==> src/rtl/vga_pkg.sv <==
// Shared VGA definitions: colour modes, default 640x480@60 timing and the colour-bar table.
package vga_pkg;

    typedef enum logic [1:0] {
        MODE_SOLID   = 2'd0,
        MODE_BARS    = 2'd1,
        MODE_CHECKER = 2'd2,
        MODE_GRAD    = 2'd3
    } mode_t;

    localparam int unsigned H_ACTIVE_DEF = 640;
    localparam int unsigned H_FP_DEF     = 16;
    localparam int unsigned H_SYNC_DEF   = 96;
    localparam int unsigned H_BP_DEF     = 48;
    localparam int unsigned V_ACTIVE_DEF = 480;
    localparam int unsigned V_FP_DEF     = 10;
    localparam int unsigned V_SYNC_DEF   = 2;
    localparam int unsigned V_BP_DEF     = 33;
    localparam int unsigned CLK_DIV_DEF  = 2;
    localparam int unsigned COLOR_W_DEF  = 8;
    localparam int unsigned CNT_W_DEF    = 11;

    localparam int unsigned NUM_BARS = 8;

    // {R,G,B} on-flags; index 0 (white) is the leftmost bar, index 7 (black) the rightmost
    localparam logic [NUM_BARS-1:0][2:0] BAR_TABLE = {
        3'b000, 3'b001, 3'b100, 3'b101, 3'b010, 3'b011, 3'b110, 3'b111
    };

endpackage

==> src/rtl/vga_pix_div.sv <==
// Pixel-rate divider: one-clk pixel enable per CLK_DIV system clocks and a 50% duty DAC clock.
module vga_pix_div #(
    parameter int unsigned CLK_DIV = 2
) (
    input  logic clk,
    input  logic reset,
    output logic pix_en_c,
    output logic clock_vga
);

    localparam int unsigned DIV_W = $clog2(CLK_DIV);
    localparam logic [DIV_W-1:0] DIV_LAST = DIV_W'(CLK_DIV - 1);
    localparam logic [DIV_W-1:0] DIV_HALF = DIV_W'(CLK_DIV / 2);

    logic [DIV_W-1:0] div;
    logic [DIV_W-1:0] div_nxt_c;

    assign pix_en_c  = (div == DIV_LAST);
    assign div_nxt_c = pix_en_c ? '0 : div + DIV_W'(1);

    // clock_vga is registered from the next divider value so it tracks div >= CLK_DIV/2
    always_ff @(posedge clk or posedge reset) begin
        if (reset) begin
            div       <= '0;
            clock_vga <= 1'b0;
        end else begin
            div       <= div_nxt_c;
            clock_vga <= (div_nxt_c >= DIV_HALF);
        end
    end

endmodule

==> src/rtl/vga_timing_pattern_gen.sv <==
// Parametrised VGA timing generator with a registered four-mode test-pattern colour source.
module vga_timing_pattern_gen
    import vga_pkg::*;
#(
    parameter int unsigned H_ACTIVE = H_ACTIVE_DEF,
    parameter int unsigned H_FP     = H_FP_DEF,
    parameter int unsigned H_SYNC   = H_SYNC_DEF,
    parameter int unsigned H_BP     = H_BP_DEF,
    parameter int unsigned V_ACTIVE = V_ACTIVE_DEF,
    parameter int unsigned V_FP     = V_FP_DEF,
    parameter int unsigned V_SYNC   = V_SYNC_DEF,
    parameter int unsigned V_BP     = V_BP_DEF,
    parameter bit          HS_POL   = 1'b0,
    parameter bit          VS_POL   = 1'b0,
    parameter int unsigned CLK_DIV  = CLK_DIV_DEF,
    parameter int unsigned COLOR_W  = COLOR_W_DEF,
    parameter int unsigned CNT_W    = CNT_W_DEF
) (
    input  logic                 clk,
    input  logic                 reset,
    input  logic [1:0]           mode,
    input  logic [3*COLOR_W-1:0] solid_color,
    output logic                 vga_hs,
    output logic                 vga_vs,
    output logic [COLOR_W-1:0]   red,
    output logic [COLOR_W-1:0]   green,
    output logic [COLOR_W-1:0]   blue,
    output logic                 vga_blank_n,
    output logic                 clockVGA,
    output logic [CNT_W-1:0]     pix_x,
    output logic [CNT_W-1:0]     pix_y,
    output logic                 frame_start
);

    localparam int unsigned H_TOTAL    = H_ACTIVE + H_FP + H_SYNC + H_BP;
    localparam int unsigned V_TOTAL    = V_ACTIVE + V_FP + V_SYNC + V_BP;
    localparam int unsigned H_SYNC_BEG = H_ACTIVE + H_FP;
    localparam int unsigned H_SYNC_END = H_ACTIVE + H_FP + H_SYNC;
    localparam int unsigned V_SYNC_BEG = V_ACTIVE + V_FP;
    localparam int unsigned V_SYNC_END = V_ACTIVE + V_FP + V_SYNC;
    localparam int unsigned BAR_W      = H_ACTIVE / NUM_BARS;
    localparam int unsigned RGB_W      = 3 * COLOR_W;

    logic               pix_en_c;
    logic [CNT_W-1:0]   h;
    logic [CNT_W-1:0]   v;
    logic               h_last_c;
    logic               v_last_c;
    logic               origin_c;
    logic               active_c;
    logic               hs_act_c;
    logic               vs_act_c;
    mode_t              mode_act;
    mode_t              mode_eff_c;
    logic [2:0]         bar_idx_c;
    logic [2:0]         bar_on_c;
    logic [RGB_W-1:0]   rgb_c;

    vga_pix_div #(
        .CLK_DIV (CLK_DIV)
    ) u_pix_div (
        .clk       (clk),
        .reset     (reset),
        .pix_en_c  (pix_en_c),
        .clock_vga (clockVGA)
    );

    assign h_last_c = (h == CNT_W'(H_TOTAL - 1));
    assign v_last_c = (v == CNT_W'(V_TOTAL - 1));
    assign origin_c = (h == '0) && (v == '0);

    // Raster counters, stepped once per pixel period
    always_ff @(posedge clk or posedge reset) begin
        if (reset) begin
            h <= '0;
            v <= '0;
        end else if (pix_en_c) begin
            if (h_last_c) begin
                h <= '0;
                v <= v_last_c ? '0 : v + CNT_W'(1);
            end else begin
                h <= h + CNT_W'(1);
            end
        end
    end

    assign active_c = (h < CNT_W'(H_ACTIVE)) && (v < CNT_W'(V_ACTIVE));
    assign hs_act_c = (h >= CNT_W'(H_SYNC_BEG)) && (h < CNT_W'(H_SYNC_END));
    assign vs_act_c = (v >= CNT_W'(V_SYNC_BEG)) && (v < CNT_W'(V_SYNC_END));

    // The origin pixel already uses the incoming mode so the whole new frame is consistent
    assign mode_eff_c = origin_c ? mode_t'(mode) : mode_act;

    always_ff @(posedge clk or posedge reset) begin
        if (reset) begin
            mode_act <= MODE_SOLID;
        end else if (pix_en_c && origin_c) begin
            mode_act <= mode_t'(mode);
        end
    end

    assign bar_idx_c = 3'(h / CNT_W'(BAR_W));
    assign bar_on_c  = BAR_TABLE[bar_idx_c];

    always_comb begin
        rgb_c = '0;
        if (active_c) begin
            case (mode_eff_c)
                MODE_SOLID:   rgb_c = solid_color;
                MODE_BARS:    rgb_c = {{COLOR_W{bar_on_c[2]}}, {COLOR_W{bar_on_c[1]}},
                                       {COLOR_W{bar_on_c[0]}}};
                MODE_CHECKER: rgb_c = (h[5] ^ v[5]) ? solid_color : '0;
                MODE_GRAD:    rgb_c = {COLOR_W'(h), COLOR_W'(v), solid_color[COLOR_W-1:0]};
            endcase
        end
    end

    // Output stage: everything loads on the same pixel enable, one pixel behind the counters
    always_ff @(posedge clk or posedge reset) begin
        if (reset) begin
            vga_hs      <= ~HS_POL;
            vga_vs      <= ~VS_POL;
            vga_blank_n <= 1'b0;
            red         <= '0;
            green       <= '0;
            blue        <= '0;
            pix_x       <= '0;
            pix_y       <= '0;
            frame_start <= 1'b0;
        end else begin
            frame_start <= pix_en_c && origin_c;
            if (pix_en_c) begin
                vga_hs      <= hs_act_c ? HS_POL : ~HS_POL;
                vga_vs      <= vs_act_c ? VS_POL : ~VS_POL;
                vga_blank_n <= active_c;
                red         <= rgb_c[RGB_W-1 -: COLOR_W];
                green       <= rgb_c[2*COLOR_W-1 -: COLOR_W];
                blue        <= rgb_c[COLOR_W-1:0];
                pix_x       <= h;
                pix_y       <= v;
            end
        end
    end

endmodule

==> config.mk <==
export PLATFORM = sky130hd
export DESIGN_NAME = vga_timing_pattern_gen
export DESIGN_NICKNAME = d
export VERILOG_FILES = /design/src/rtl/vga_pkg.sv /design/src/rtl/vga_pix_div.sv /design/src/rtl/vga_timing_pattern_gen.sv
export SDC_FILE = /design/constraint.sdc
export NUM_CORES = 1
export LEC_CHECK = 0
export CORE_ASPECT_RATIO = 1.75
export CORE_MARGIN = 3
export CORE_UTILIZATION = 33
export CTS_CLUSTER_DIAMETER = 40
export DETAILED_ROUTE_END_ITERATION = 6
export PLACE_DENSITY = 0.58
export SYNTH_ARGS = -nofsm -noshare
export SYNTH_HDL_FRONTEND = slang
export SYNTH_SLANG_ARGS = --single-unit
==> constraint.sdc <==
create_clock -name clk -period 2.5 [get_ports clk]
set_input_delay 0.375 -clock clk [delete_from_list [all_inputs] [get_ports clk]]
set_output_delay 0.375 -clock clk [all_outputs]
set_load 0.005 [all_outputs]
Word level (Yosys, flattened, before mapping) --
Memory sizes are Yosys's and may differ from the RTL's. Index checks and enable logic that the tools add are counted.
Operators by class: add/sub/neg operators 3, div/mod/pow operators 1, $lt $le $gt $ge 8, equal/unequal tests 5, muxes and demuxes 10, bitwise operators 1, reduce and logical (&&, ||, !) cells 9
Operators with widths (count):
- $pmux W24 S4 | 1
- $mux W24 | 2
- $add A11 B1 Y11 const B | 2
- $eq A11 B10 Y1 const B | 2
- $logic_not A11 Y1 | 2
- $lt A11 B10 Y1 const B | 2
- $lt A11 B9 Y1 const B | 2
- $mux W11 | 2
- $div A11 B7 Y11 const B | 1
- $ge A11 B10 Y1 const B | 1
- $ge A11 B9 Y1 const B | 1
- $logic_and A1 B1 Y1 | 5
- $eq A2 B2 Y1 const B | 2
- $lt A3 B4 Y1 const B | 1
- $mux W1 | 3
- $mux W3 | 1
- $eq A2 B1 Y1 const B | 1
- $logic_not A2 Y1 | 1
- $mux W2 | 1
- $reduce_and A2 Y1 | 1
- $add A1 B1 Y1 const B | 1
- $ge A1 B1 Y1 const B | 1
- $xor A1 B1 Y1 | 1
Word-level totals: bits in registers 76, bits in read-only memories 24, bits of input ports 28, output and inout bits 51, word-level logic and storage cells 52, memories 1
Memories:
- (no name shown) | words 8, width 3, read ports 1, clocked after memory_dff 0, write ports 0, line vga_timing_pattern_gen.sv:103 | assign bar_on_c = BAR_TABLE[bar_idx_c];

Longest topological paths before layout --
Gate-level depths: netlist of run 1.
depth after elaboration 6, gate-level depth with buffers 9, depth with buffers taken out 8

Hierarchy --
From an unflattened synthesis of run 1, not the netlist that was laid out.
Unflattened totals: cells, all modules 455, area, all modules 4545.6 µm²
Modules (own cells, without submodules):
- vga_timing_pattern_gen | times used 1, cells each 451, area each 4505.6 µm², sequential area each 1854.3 µm²
- vga_pix_div | times used 1, cells each 4, area each 40.0 µm², sequential area each 25.0 µm²

Worst setup path after synthesis of run 1 --
OpenSTA, ideal clock, no wires.
kind register to register, start reg v[2], end reg red[5], setup time 80 ps, data arrival time 2469 ps, required time 2420 ps, setup slack -50 ps, cell stages (with the launch flop) 9, path buffers 2, clock period less this slack 2550 ps, path through dfrtp_1 > buf_6 > or3_4 > or4_4 > or4_4 > o211ai_2 > or3b_1 > buf_6 > o211ai_2
On the way: cells in the longest elaborated chain, start to end 6, elaborated cells between the ends (all ways) 11, classes of those cells 1 x order compare; 3 x eq/ne; 3 x mux; 4 x reduce/logical
RTL lines:
- start: declaration | line vga_timing_pattern_gen.sv:46 | logic [CNT_W-1:0] v;
- start signal: assignment | line vga_timing_pattern_gen.sv:80 | v <= v_last_c ? '0 : v + CNT_W'(1);
- $logic_not A11 Y1 | line vga_timing_pattern_gen.sv:70 | assign origin_c = (h == '0) && (v == '0);
- $logic_and A1 B1 Y1 | line vga_timing_pattern_gen.sv:70
- $mux W2 | line vga_timing_pattern_gen.sv:92 | assign mode_eff_c = origin_c ? mode_t'(mode) : mode_act;
- $eq A2 B2 Y1, or another cell as far along | line vga_timing_pattern_gen.sv:108 | case (mode_eff_c)
- $pmux W24 S4 | line vga_timing_pattern_gen.sv:108
- $mux W24 * | line vga_timing_pattern_gen.sv:107 | if (active_c) begin
- end signal: assignment | line vga_timing_pattern_gen.sv:136 | red <= rgb_c[RGB_W-1 -: COLOR_W];
- end: declaration | line vga_timing_pattern_gen.sv:25 | output logic [COLOR_W-1:0] red,
Mark *: on every way between the ends. The rest lies on a longest branch, timed or not. A chain may end at the register's enable or synchronous reset.

Worst setup path after layout of run 1 --
Ends and elaborated chain as after synthesis.

==> results.cfg, run 1 <==
[final_layout]
fill_cells = 1171
fin_nets = 552
n_antenna_cell = 0
syn_to_final_growth_pct = 37.6
drive_above_1_share_pct = 21.9
finalNonFillerCells = 690

[yosys]
synth_area_leaders = dfrtp_1, mux2_2, nand2_1
synth_area_per_cell_um2 = 9.92
syn_nets = 446
synth_top_area_share_pct = 44.5
ys_async_sr_fraction_pct = 100
synth_top_cell_by_area = dfrtp_1
ys_ff_latch = 75
seq_area_frac_synth_pct = 45.7
synth_cells = 414
synth_common_cells = dfrtp_1, nand2_1, clkbuf_1, mux2_2, o21ai_0
synth.yosys.warnings = 0
synth_cell_types = 64
yosysMostFrequentCell = dfrtp_1
synth_edf_count = 0
synth_ff_type = dfrtp_1
syn_area_um2 = 4110

[floorplanning]
initial_utilization_pct = 34.0
core_area_um2 = 12100
die_w_um = 90.4
pin_count = 79
row_count = 53
die_area_um2 = 13900
die_h_um = 154

[timing]
max_freq_ghz = 0.406
finalCriticalPeriod_ns = 2.46
tightest_slew_ns = 0.649
finalCritPeriodShare_pct = 98.6
relSlewSlack_pct = 56.3
final_hold_viol_count = 0
setup_slack_ns = 0.0360
drv_slew = 0
setup_viol = 0
rsz0062_at_grt = yes
finClkSkew_ns = 0.00636

[route]
viasPerCell = 5.26
drt-wirelength-per-cell_um = 17.2
drc = 0
postRouteAntennaNets = 0
routed_wl_um = 11900
vias = 3626
dr.pass1.iters = 4
first_iter_violations = 131

[critical_path]
cp-start-kind = flip-flop
endpoint_kind = flip-flop
crit_family = simple AND/OR/NAND/NOR gates
crit_slowest_cell = or4_4
worstSetupPathType = reg -> reg
critical_path_required_ns = 2.76
slowest_delay_ns = 0.50
crit_chain = or3_4 -> or4_4 -> or4_4 -> o211ai_2 -> or3b_4 -> buf_4 -> o211ai_2
reg2reg_slack_ns = 0.04
crit_path_max_fanout = 3
cp.arrival_ns = 2.73
path_buf_inv = 1

[clock_network]
cts_sinks = 75
clk_pin_slew_ns = 0.06
clockRootBuffer = clkbuf_16
cts_buffers = 9
clockBufferDepth = 2
htree_levels = 3
clkLatencyLatePin_ns = 0.34
cts_tree = yes

[placed_design]
dpl.hpwl_um = 8640
io_buffer_count = 78
place.gp.congestion = 0.896
placed_cells = 672
pre_cts_slack_ns = -0.00856

[min_path]
hp-class = in -> async

[power]
p_total_uw = 2740
leakagePower_uw = 0.00242
power_density_nw_per_um2 = 484
ir_drop_mv = 0.350

[job]
cap_violations = 0

[global_routing]
grt_max_degree = 76
overflow = 0
track_usage_pct = 17.6
grt_pass1_wl_um = 19300
grt_pass1_vias = 3740
antenna_found_initial = 0

[outcome]
outcome = completed
-- placed cells by master, fill, tap and decap left out, types with 11 or more instances in the layout --
cell	n
nor2_1	16
buf_4	50
inv_1	12
a21oi_1	11
o21ai_0	22
clkdlybuf4s50_1	78
xnor2_1	11
nand2_1	54
dfrtp_1	73
mux2_2	22
-- metrics by stage --
stage,setup TNS [ns],hold WS (ns),instance area [µm²],util [%]
after global placement,-0.0527,0.469,5340,44.2
after CTS,0,0.452,5620,46.5
after floorplan,0,0.476,4110,-
final,0,0.440,5660,46.9
after global routing,-0.141,0.490,5660,46.9
after detailed placement,-0.0258,0.474,5340,44.2
-- path summary, 6_finish.rpt --
path                              from  cells after the start          end
max in group asynchronous        reset                      3       vga_hs
hold / removal                   reset                      3  frame_start
hold reg to reg            vga_blank_n                      1  vga_blank_n
min in group clk           vga_blank_n                      1  vga_blank_n
setup reg to reg                  v[2]                      7       red[5]
setup / recovery                  v[2]                      7       red[5]
-- area by class of cell --
| class | count | area [µm²] | area share (%) |
|---|---|---|---|
| clock buffer | 9 | 225 | 3.98 |
| clock inverter | 7 | 50.0 | 0.885 |
| sequential | 75 | 1880 | 33.2 |
| inverter | 13 | 48.8 | 0.863 |
| multi-input combinational | 290 | 2040 | 36.0 |
| tap | 165 | 206 | 3.65 |
| timing repair buffer | 131 | 1210 | 21.3 |
-- sequential cells by signal (all words and copies together), names as in the netlist, 2 cells and up --
| name | flops |
|---|---|
| v | 11 |
| mode_act | 2 |
| pix_x | 11 |
| h | 11 |
| green | 8 |
| red | 8 |
| pix_y | 11 |
| blue | 8 |
-- logic make-up (layout without fill, tap and decap cells) --
family	Yosys count	in the layout	synth area share [%]
buffers and inverters	49	160	5.27
xor gates and xnor gates	18	18	3.84
AOI/OAI and AO/OA	99	99	18.0
and+or+nand+nor	144	144	19.2
adders and majority gates	5	5	1.46
DFF	75	75	45.7
muxes	24	24	6.52
-- worst min-delay path: stages --
cell	delay, ns
clkdlybuf4s50_1	0.41
inv_2	0.07
buf_12	0.34
-- metal layers --
metal	track usage (%)	vias to the layer above	wire length [µm]
li1	-	1733	-
met5	0	-	0
met4	7.16	0	250
met2	31.9	87	6440
met1	19.8	1787	4800
met3	3.92	19	391
-- power by group --
| part | total, µW | leakage, µW | internal [µW] | switching (µW) |
|---|---|---|---|---|
| logic | 258 | 0.00135 | 149 | 109 |
| registers | 1270 | 0.000948 | 1250 | 23.2 |
| clock network | 1210 | 0.000128 | 675 | 532 |
-- what timing repair did --
item                                    CTS  global route
hold buffers                              0             0
setup buffers                             0             2
hold endpoints to repair                  0             0
resized for setup                         1             6
pin swaps                                 0             1
endpoints found under the setup margin    7            10
Power figures use the tool's default switching activity.
==> inputs of run 2 (changes only) <==
==> constraint.sdc (replaced) <==
create_clock -name clk -period 2.5 [get_ports clk]
set_input_delay 0.75 -clock clk [delete_from_list [all_inputs] [get_ports clk]]
set_output_delay 0.75 -clock clk [all_outputs]
set_load 0.005 [all_outputs]
==> results.cfg, run 2 (same netlist as run 1, synthesis figures left out) <==
[outcome]
outcome = completed

[min_path]
worstHoldEndpoint = vga_blank_n
min_delay_path_depth = 1
hp-class = reg -> reg
min_from = vga_blank_n

[route]
first_iter_violations = 159
routed_wl_um = 11500
dr.pass1.iters = 4
drt-wirelength-per-cell_um = 16.4
drc = 0
postRouteAntennaNets = 0
vias = 3601
viasPerCell = 5.16

[timing]
setup_viol = 0
tightest_slew_ns = 0.684
timing.hold.ws_ns = 0.484
finalCriticalPeriod_ns = 2.45
finClkSkew_ns = 0.00706
rsz0062_at_grt = yes
max_freq_ghz = 0.409
drv_slew = 0
final_hold_viol_count = 0
finalCritPeriodShare_pct = 97.9
relSlewSlack_pct = 54.2
setup_slack_ns = 0.0523

[placed_design]
pre_cts_slack_ns = -0.185
place.gp.congestion = 0.900
dpl.hpwl_um = 8730
place_area_um2 = 5400
io_buffer_count = 78

[critical_path]
endpoint_kind = flip-flop
timing.rr.end = red[4]
crit_path_max_fanout = 8
reg2regPathDepth = 7
cp-start-kind = flip-flop
slowest_delay_ns = 0.50
reg2reg_slack_ns = 0.05
critical_path_required_ns = 2.76
crit_path_start = v[2]
cp.arrival_ns = 2.71
worstSetupPathType = reg -> reg
crit_slowest_cell = or4_4
rr_startpoint = v[2]
crit_chain = or3_4 -> or4_4 -> or4_4 -> o211ai_2 -> or3b_1 -> buf_6 -> o211ai_2

[final_layout]
n_antenna_cell = 0
stdcell_area_um2 = 5720
syn_to_final_growth_pct = 39.3
drive_above_1_share_pct = 22.9
fill_cells = 1166
layout_common_cells = clkdlybuf4s50_1, dfrtp_1, buf_4
utilization_pct = 47.4
final_common_cell = clkdlybuf4s50_1
fin_nets = 560

[global_routing]
grt_max_degree = 57
overflow = 0
grt_pass1_vias = 3817
grt_pass1_wl_um = 19000
antenna_found_initial = 0
track_usage_pct = 17.1

[job]
cap_violations = 0

[floorplanning]
pin_count = 79
die_w_um = 90.4
die_area_um2 = 13900
initial_utilization_pct = 34.0
die_h_um = 154
core_area_um2 = 12100
row_count = 53

[power]
power_density_nw_per_um2 = 486
p_total_uw = 2780
leakagePower_uw = 0.00246
ir_drop_mv = 0.301

[clock_network]
holdBufCountCts = 0
cts_sinks = 75
cts_buffers = 9
htree_levels = 3
cts_tree = yes
clk_pin_slew_ns = 0.06
clockBufferDepth = 2
clkLatencyLatePin_ns = 0.34
clockRootBuffer = clkbuf_16
==> run 2: cell count changes in the layout (fill, tap and decap cells not counted), sizes merged <==
cell,before,now
buf,53,61
clkbuf,9,10
clkinv,2,1
clkinvlp,3,4
inv,15,14
==> run 2: metrics by stage <==
step                      TNS, ns  instances
after floorplan                 0        414
after global placement      -2.10        680
after detailed placement    -2.65        680
after CTS                       0        696
after global routing      -0.0199        698
final                           0        698
==> run 2: where the power goes <==
part	internal (µW)	switching, µW
Clock	707	538
Combinational	156	107
Sequential	1250	25.1
Total	2110	670
==> run 2: repair_timing <==
item / CTS / global route
buffers inserted: 0 / 2
gates resized for setup: 0 / 5
setup endpoints to repair: 0 / 16
==> run 2: final cells by class <==
type	instances	area, µm²	share of cell area [%]
clock inverter	6	48.8	0.853
inverter	13	52.6	0.918
tap	165	206	3.61
clock buffer	10	239	4.18
timing repair buffer	139	1270	22.2
multi-input combinational	290	2030	35.4
sequential	75	1880	32.9
==> run 2: worst max-delay path by stage <==
stage / to / cells past startpoint
2_1_floorplan: red[5] / 8
6_report: red[4] / 7
3_3_place_gp: blue[6] / 8
5_1_grt: red[4] / 7
3_5_place_dp: blue[3] / 8
4_1_cts: red[4] / 7
==> run 2: worst max-delay path, delay by kind of cell (launching register included) <==
family                 cells  cell delay [ns]
AOI/OAI and AO/OA          2             0.15
buffers and inverters      1             0.16
DFF                        1             0.38
and+or+nand+nor            4             1.68
==> run 2: metal layers <==
layer	global-route usage, %	vias up	wire [µm]
met5	0	-	0
met3	3.52	22	406
met2	31.2	88	6160
met4	8.33	0	336
li1	-	1740	-
met1	18.6	1751	4560
